$ cat config.mk
export PLATFORM = sky130hd
export DESIGN_NAME = temp_entry_ctrl
export DESIGN_NICKNAME = d
export VERILOG_FILES = /design/src/rtl/temp_entry_ctrl_pkg.sv /design/src/rtl/temp_entry_ctrl_key_decode.sv /design/src/rtl/temp_entry_ctrl.sv
export SDC_FILE = /design/constraint.sdc
export NUM_CORES = 1
export LEC_CHECK = 0
export BUFFER_PORTS_ARGS = -buffer_cell sky130_fd_sc_hd__buf_4
export CORE_ASPECT_RATIO = 0.5
export CORE_MARGIN = 1.5
export CORE_UTILIZATION = 55
export DETAILED_ROUTE_END_ITERATION = 8
export PLACE_DENSITY = 0.87
export SYNTH_ARGS = -nofsm -noshare
export SYNTH_HDL_FRONTEND = slang
export SYNTH_SLANG_ARGS = --single-unit
export TNS_END_PERCENT = 1
$ cat constraint.sdc
create_clock -name clk -period 2.6 [get_ports clk]
set_input_delay 0.13 -clock clk [delete_from_list [all_inputs] [get_ports clk]]
set_output_delay 0.13 -clock clk [all_outputs]
set_load 0.01 [all_outputs]
$ cat src/rtl/temp_entry_ctrl_pkg.sv
// Shared definitions for the temperature entry controller: scan codes,
// FSM and key-class encodings, and the BCD width derivation.
package temp_entry_ctrl_pkg;

    typedef enum logic [1:0] {
        ST_IDLE   = 2'd0,
        ST_ENTRY  = 2'd1,
        ST_COMMIT = 2'd2
    } state_t;

    typedef enum logic [1:0] {
        KEY_DIGIT = 2'd0,
        KEY_ENTER = 2'd1,
        KEY_BKSP  = 2'd2,
        KEY_ESC   = 2'd3
    } key_cls_t;

    localparam logic [7:0] SC_BREAK = 8'hF0;
    localparam logic [7:0] SC_EXT   = 8'hE0;
    localparam logic [7:0] SC_ENTER = 8'h5A;
    localparam logic [7:0] SC_BKSP  = 8'h66;
    localparam logic [7:0] SC_ESC   = 8'h76;

    function automatic int bcd_width(input int n_digits);
        return 4 * n_digits;
    endfunction

    // Returns {hit, digit}; hit is 0 for anything that is not a digit key.
    function automatic logic [4:0] digit_lookup(input logic [7:0] sc);
        case (sc)
            8'h45:   return {1'b1, 4'd0};
            8'h16:   return {1'b1, 4'd1};
            8'h1E:   return {1'b1, 4'd2};
            8'h26:   return {1'b1, 4'd3};
            8'h25:   return {1'b1, 4'd4};
            8'h2E:   return {1'b1, 4'd5};
            8'h36:   return {1'b1, 4'd6};
            8'h3D:   return {1'b1, 4'd7};
            8'h3E:   return {1'b1, 4'd8};
            8'h46:   return {1'b1, 4'd9};
            default: return 5'd0;
        endcase
    endfunction

endpackage

$ cat src/rtl/temp_entry_ctrl_key_decode.sv
// PS/2 set-2 byte stream to key events: tracks break/extended prefixes and
// emits a registered one-cycle key strobe with its class and digit value.
module ps2_key_decode
    import temp_entry_ctrl_pkg::*;
(
    input  logic       clk,
    input  logic       reset,
    input  logic       rx_done_tick,
    input  logic [7:0] scan_code,
    output logic       key_stb,
    output key_cls_t   key_cls,
    output logic [3:0] key_digit
);

    logic       brk_reg, brk_next;
    logic       ext_reg, ext_next;
    logic       stb_reg, stb_next;
    key_cls_t   cls_reg, cls_next;
    logic [3:0] digit_reg, digit_next;
    logic [4:0] dig_hit;

    assign dig_hit = digit_lookup(scan_code);

    always_comb begin
        brk_next   = brk_reg;
        ext_next   = ext_reg;
        stb_next   = 1'b0;
        cls_next   = KEY_DIGIT;
        digit_next = 4'd0;
        if (rx_done_tick) begin
            if (brk_reg) begin
                // Byte following F0 is the released key: swallow it.
                brk_next = 1'b0;
                ext_next = 1'b0;
            end else if (scan_code == SC_BREAK) begin
                brk_next = 1'b1;
                ext_next = 1'b0;
            end else if (scan_code == SC_EXT) begin
                ext_next = 1'b1;
            end else begin
                ext_next = 1'b0;
                if (ext_reg) begin
                    if (scan_code == SC_ENTER) begin
                        stb_next = 1'b1;
                        cls_next = KEY_ENTER;
                    end
                end else if (dig_hit[4]) begin
                    stb_next   = 1'b1;
                    cls_next   = KEY_DIGIT;
                    digit_next = dig_hit[3:0];
                end else if (scan_code == SC_ENTER) begin
                    stb_next = 1'b1;
                    cls_next = KEY_ENTER;
                end else if (scan_code == SC_BKSP) begin
                    stb_next = 1'b1;
                    cls_next = KEY_BKSP;
                end else if (scan_code == SC_ESC) begin
                    stb_next = 1'b1;
                    cls_next = KEY_ESC;
                end
            end
        end
    end

    always_ff @(posedge clk or negedge reset) begin
        if (!reset) begin
            brk_reg   <= 1'b0;
            ext_reg   <= 1'b0;
            stb_reg   <= 1'b0;
            cls_reg   <= KEY_DIGIT;
            digit_reg <= 4'd0;
        end else begin
            brk_reg   <= brk_next;
            ext_reg   <= ext_next;
            stb_reg   <= stb_next;
            cls_reg   <= cls_next;
            digit_reg <= digit_next;
        end
    end

    assign key_stb   = stb_reg;
    assign key_cls   = cls_reg;
    assign key_digit = digit_reg;

endmodule

$ cat src/rtl/temp_entry_ctrl.sv
// Keyboard temperature entry: collects BCD digits, commits on Enter and
// produces a thermometer-coded alarm level against per-level thresholds.
module temp_entry_ctrl
    import temp_entry_ctrl_pkg::*;
#(
    parameter int N_DIGITS    = 2,
    parameter int N_LEVELS    = 4,
    parameter int TIMEOUT_CYC = 50_000_000,
    localparam int DW         = bcd_width(N_DIGITS)
) (
    input  logic                   clk,
    input  logic                   reset,
    input  logic                   rx_done_tick,
    input  logic [7:0]             scan_code,
    input  logic [N_LEVELS*DW-1:0] thr_bcd,
    output logic [DW-1:0]          entry_bcd,
    output logic                   entry_active,
    output logic [DW-1:0]          temp_bcd,
    output logic                   temp_valid,
    output logic [N_LEVELS-1:0]    level,
    output logic                   err_tick
);

    localparam int CW = $clog2(N_DIGITS + 1);
    localparam int TW = $clog2(TIMEOUT_CYC + 1);
    localparam logic [TW-1:0] TMO_LAST = TW'(TIMEOUT_CYC - 1);

    logic       key_stb;
    key_cls_t   key_cls;
    logic [3:0] key_digit;

    ps2_key_decode u_decode (
        .clk          (clk),
        .reset        (reset),
        .rx_done_tick (rx_done_tick),
        .scan_code    (scan_code),
        .key_stb      (key_stb),
        .key_cls      (key_cls),
        .key_digit    (key_digit)
    );

    state_t                state_reg, state_next;
    logic [CW-1:0]         cnt_reg, cnt_next;
    logic [DW-1:0]         entry_reg, entry_next;
    logic [DW-1:0]         temp_reg, temp_next;
    logic                  valid_reg, valid_next;
    logic [N_LEVELS-1:0]   level_reg, level_next;
    logic                  err_reg, err_next;
    logic [TW-1:0]         tmo_reg, tmo_next;
    logic [N_LEVELS-1:0]   thr_ge;

    // Each level bit is an independent unsigned compare against its threshold.
    generate
        for (genvar gi = 0; gi < N_LEVELS; gi++) begin : g_level
            assign thr_ge[gi] = (temp_reg >= thr_bcd[gi*DW +: DW]);
        end
    endgenerate

    always_comb begin
        state_next = state_reg;
        cnt_next   = cnt_reg;
        entry_next = entry_reg;
        temp_next  = temp_reg;
        valid_next = valid_reg;
        level_next = level_reg;
        err_next   = 1'b0;
        tmo_next   = tmo_reg;
        case (state_reg)
            ST_IDLE: begin
                tmo_next = '0;
                if (key_stb) begin
                    case (key_cls)
                        KEY_DIGIT: begin
                            state_next = ST_ENTRY;
                            cnt_next   = CW'(1);
                            entry_next = DW'(key_digit);
                        end
                        KEY_ENTER, KEY_BKSP: err_next = 1'b1;
                        default: ;
                    endcase
                end
            end
            ST_ENTRY: begin
                if (key_stb) begin
                    tmo_next = '0;
                    case (key_cls)
                        KEY_DIGIT: begin
                            if (cnt_reg < CW'(N_DIGITS)) begin
                                entry_next = (entry_reg << 4) | DW'(key_digit);
                                cnt_next   = cnt_reg + CW'(1);
                            end else begin
                                err_next = 1'b1;
                            end
                        end
                        KEY_BKSP: begin
                            entry_next = entry_reg >> 4;
                            cnt_next   = cnt_reg - CW'(1);
                            if (cnt_reg == CW'(1)) state_next = ST_IDLE;
                        end
                        KEY_ESC: begin
                            entry_next = '0;
                            cnt_next   = '0;
                            state_next = ST_IDLE;
                        end
                        default: begin
                            temp_next  = entry_reg;
                            valid_next = 1'b1;
                            entry_next = '0;
                            cnt_next   = '0;
                            state_next = ST_COMMIT;
                        end
                    endcase
                end else if (tmo_reg == TMO_LAST) begin
                    entry_next = '0;
                    cnt_next   = '0;
                    tmo_next   = '0;
                    err_next   = 1'b1;
                    state_next = ST_IDLE;
                end else begin
                    tmo_next = tmo_reg + TW'(1);
                end
            end
            ST_COMMIT: begin
                level_next = thr_ge;
                err_next   = key_stb;
                state_next = ST_IDLE;
            end
            default: state_next = ST_IDLE;
        endcase
    end

    always_ff @(posedge clk or negedge reset) begin
        if (!reset) begin
            state_reg <= ST_IDLE;
            cnt_reg   <= '0;
            entry_reg <= '0;
            temp_reg  <= '0;
            valid_reg <= 1'b0;
            level_reg <= '0;
            err_reg   <= 1'b0;
            tmo_reg   <= '0;
        end else begin
            state_reg <= state_next;
            cnt_reg   <= cnt_next;
            entry_reg <= entry_next;
            temp_reg  <= temp_next;
            valid_reg <= valid_next;
            level_reg <= level_next;
            err_reg   <= err_next;
            tmo_reg   <= tmo_next;
        end
    end

    assign entry_bcd    = entry_reg;
    assign entry_active = (state_reg == ST_ENTRY);
    assign temp_bcd     = temp_reg;
    assign temp_valid   = valid_reg;
    assign level        = level_reg;
    assign err_tick     = err_reg;

endmodule

==> results.md <==
- Largest net degree at the start of global routing: 62
- First-pass iteration count of the detailed router: 5
- Starting Density: 58.6%
- WL per Instance: 15.9 microns
- Synth Area in Simple Gates: 22.7%
- Top FF cell, synth: dfrtp_1
- Clock Skew: 8.31 ps
- Synth top area cells: dfrtp_1 38%, ha_1 12%, inv_1 4.0%, xnor2_1 3.7%, nor2_1 3.3%
- Syn Nets: 504
- Post-Synth Adder-Cell Area: 11.7%
- Port-buffer cells: 65
- Post-synthesis cell area: about 4000 sq um
- Ys Warns: 0
- Yosys top cell by area: dfrtp_1
- Worst min path class: in -> reg
- First-pass GRT wire length: 16400 microns
- Largest family of logic cells by synthesized area: simple AND/OR/NAND/NOR gates
- Die Ht: 63.7 microns
- Drt total wl: 9340 microns
- RePlAce Congestion: 0.875
- Area grow syn2layout: 22.6%
- Power per cell area: ~550 nW/um^2
- Worst-Margin Slew: 750 ps
- CTS sink count: 61
- Fill cell count: between 400 and 500
- Min-Delay Path Depth: 2
- DRC viols: 0
- # Post-CTS Setup Buffers: 0
- Clock transition at the registers of the reported paths: 50 ps
- Cells after Synth: approximately 420
- Post-Layout Cell Count: 588
- Final hold viol count: 0
- Mux contribution to synthesized area: ~4.9%
- # Max-Cap Violations: 0
- Reg2reg path depth: 6
- Max Slew Vio Count: 0
- CTS tree: built
- Full die area: 7920 sq um
- Vias in the first global route: 3389
- Total power: 2.74 mW
- Synth top area share: 37.7%
- HPWL after detailed placement: 6410 microns
- Max reg flops: 26
- Pre-CTS setup slack: between 300 and 400 ps
- Cts bufs inserted: 9
- Antenna-violating nets left: 0
- Via Count: 3389
- Antenna fix cells: 0
- Core area: between 6000 and 7000 sq um
- Cts-stage hold buffer count: 1
- Vias/cell: 5.76
- HP Start: scan_code[7]
- CP Capture Type: register
- CP startpoint: u_decode.key_cls[0]
- Crit path max fanout: 10
- F_max: ~430 MHz
- LEAKAGE: 2.49 nW
- Max IR drop VDD: around 0.00035 V
- Grt ovf: 0
- H-tree levels: 3
- Post-Synth XOR/XNOR Area: 4.98%
- Minimum clock period: 2340 ps
- Compound-Gate Fraction of Synth Area: 12.6%
- Syn Area/Cell: roughly 9.6 sq um
- First DRT Iteration DRCs: 352
- Synth cell count leaders: 61 x dfrtp_1, 43 x inv_1, 38 x ha_1, 36 x nor2_1, 27 x nand2_1
- Final worst slack: around 260 ps
- Crit path max-delay family: compound AO/OA/AOI/OAI gates
- PostCTS Resize Cnt: 0
- Worst Path Required: 2810 ps
- Util after Layout: 71.8%
- Reg-to-reg endpoint: entry_bcd[2]
- R2r setup slk: 260 ps
- Tcrit/Tclk final: 89.9%
- Share of post-route cells with drive strength above 1: 22.8%
- Setup violations, final: 0
- Critical path class: reg -> reg
- Synth unique cells: 55
- All-Layer GR Usage: 26.0%
- Num ports: 66
- Total negative setup slack: 0 ps
- Worst hold endpoint: u_decode.key_digit[0]
- Final net count: 572
- Sequential area share after synthesis: 37.7%
- Seq cells post-synth: 61
- Clock root buffer: clkbuf_16
- Crit path cell chain: inv_1 -> ha_1 -> and3_1 -> a211oi_1 -> o21ai_2 -> mux2_1
- CP Buf/Inv Count: 1
- Largest stage delay, worst path: 520 ps
- Antenna violations before repair: 0
- Clk_lat worst skew: 330 ps
- Status: finished clean
- DP Cell Count: 571
- Slew HR: 50.0%
- Reg2reg start: u_decode.key_cls[0]
- Setup repair after global routing missed its margin: false
- CTS max path bufs: 2
- Die Span X: 124 microns
- CP startpoint kind: register
- Synth async-reset ratio: 100%
- Row count: 21
- Crit path arrival time: 2550 ps
- Number of synthesized flops with an enable pin: 0
- Most common cell in the netlist: dfrtp_1
- CP max-delay cell: a211oi_1
layout by cell type (no fill, tap or decap), types with 3 or more instances in the layout:
cell type	instances
o2111ai_1	4
clkbuf_16	9
nand3_1	15
a21o_1	5
nand4_1	6
xor2_1	6
xnor2_1	17
a211oi_1	5
nand2b_1	9
inv_1	43
nand3b_1	5
nor3_2	4
nand2_1	27
nor2b_1	10
and4_1	3
a22o_1	8
nor2_1	36
o21ai_0	21
a21oi_1	19
nor4_1	3
nor4_4	4
bufinv_16	3
and3_1	8
buf_4	67
a32oi_1	5
mux2i_1	5
mux2_2	12
ha_1	38
dfrtp_1	61
o22ai_1	4
metal layers:
metal | global-route usage (%) | part of all wire (%)
met1 | 33.9 | 46
met3 | 7.31 | 6.7
met5 | 0 | 0
met4 | 7.90 | 1.5
met2 | 42.3 | 45
where the power goes:
part           internal, mW  leakage, nW  switching [mW]
combinational         0.146         1.47           0.205
sequential            0.983        0.847          0.0418
clock                 0.960        0.167           0.407
worst reg2reg max path: cells and delay by family, from the launching register on:
kind	cells	cell delay, ps
adder cells (fa/ha/maj)	1	330
flip-flops	1	400
AO/OA/AOI/OAI	2	790
buffers and inverters	1	90
AND/OR/NAND/NOR	1	250
multiplexers	1	370
through the flow:
stage / hold WS, ps / instance area, sq um
2_1_floorplan: -166 / 4050
3_3_place_gp: 241 / 4610
3_5_place_dp: 241 / 4610
4_1_cts: 1.70 / 4960
5_1_grt: 8.47 / 4960
6_report: 4.43 / 4960
how the worst max path moves through the flow:
stage	endpoint	slack [ps]	cells past startpoint
3_5_place_dp	entry_bcd[2]	400	6
5_1_grt	entry_bcd[2]	90	6
3_3_place_gp	entry_bcd[2]	530	6
2_1_floorplan	entry_bcd[2]	600	7
4_1_cts	entry_bcd[2]	280	6
6_report	entry_bcd[2]	260	6
final cells by class:
cell class,count,area (sq um),area share [%]
inverters,43,161,3.25
clock buffers,12,246,4.97
multi-input cells,308,2310,46.5
repair buffers,68,513,10.3
clock inverters,4,95.1,1.92
flip-flops and latches,61,1530,30.8
well taps,92,115,2.32
logic make-up after synthesis:
logic type	after synthesis
simple gates	150
compound gates	79
flops	61
buf+inv	54
fa+ha+maj	38
xor+xnor	23
mux	18
(Power assumes the default switching activity.)
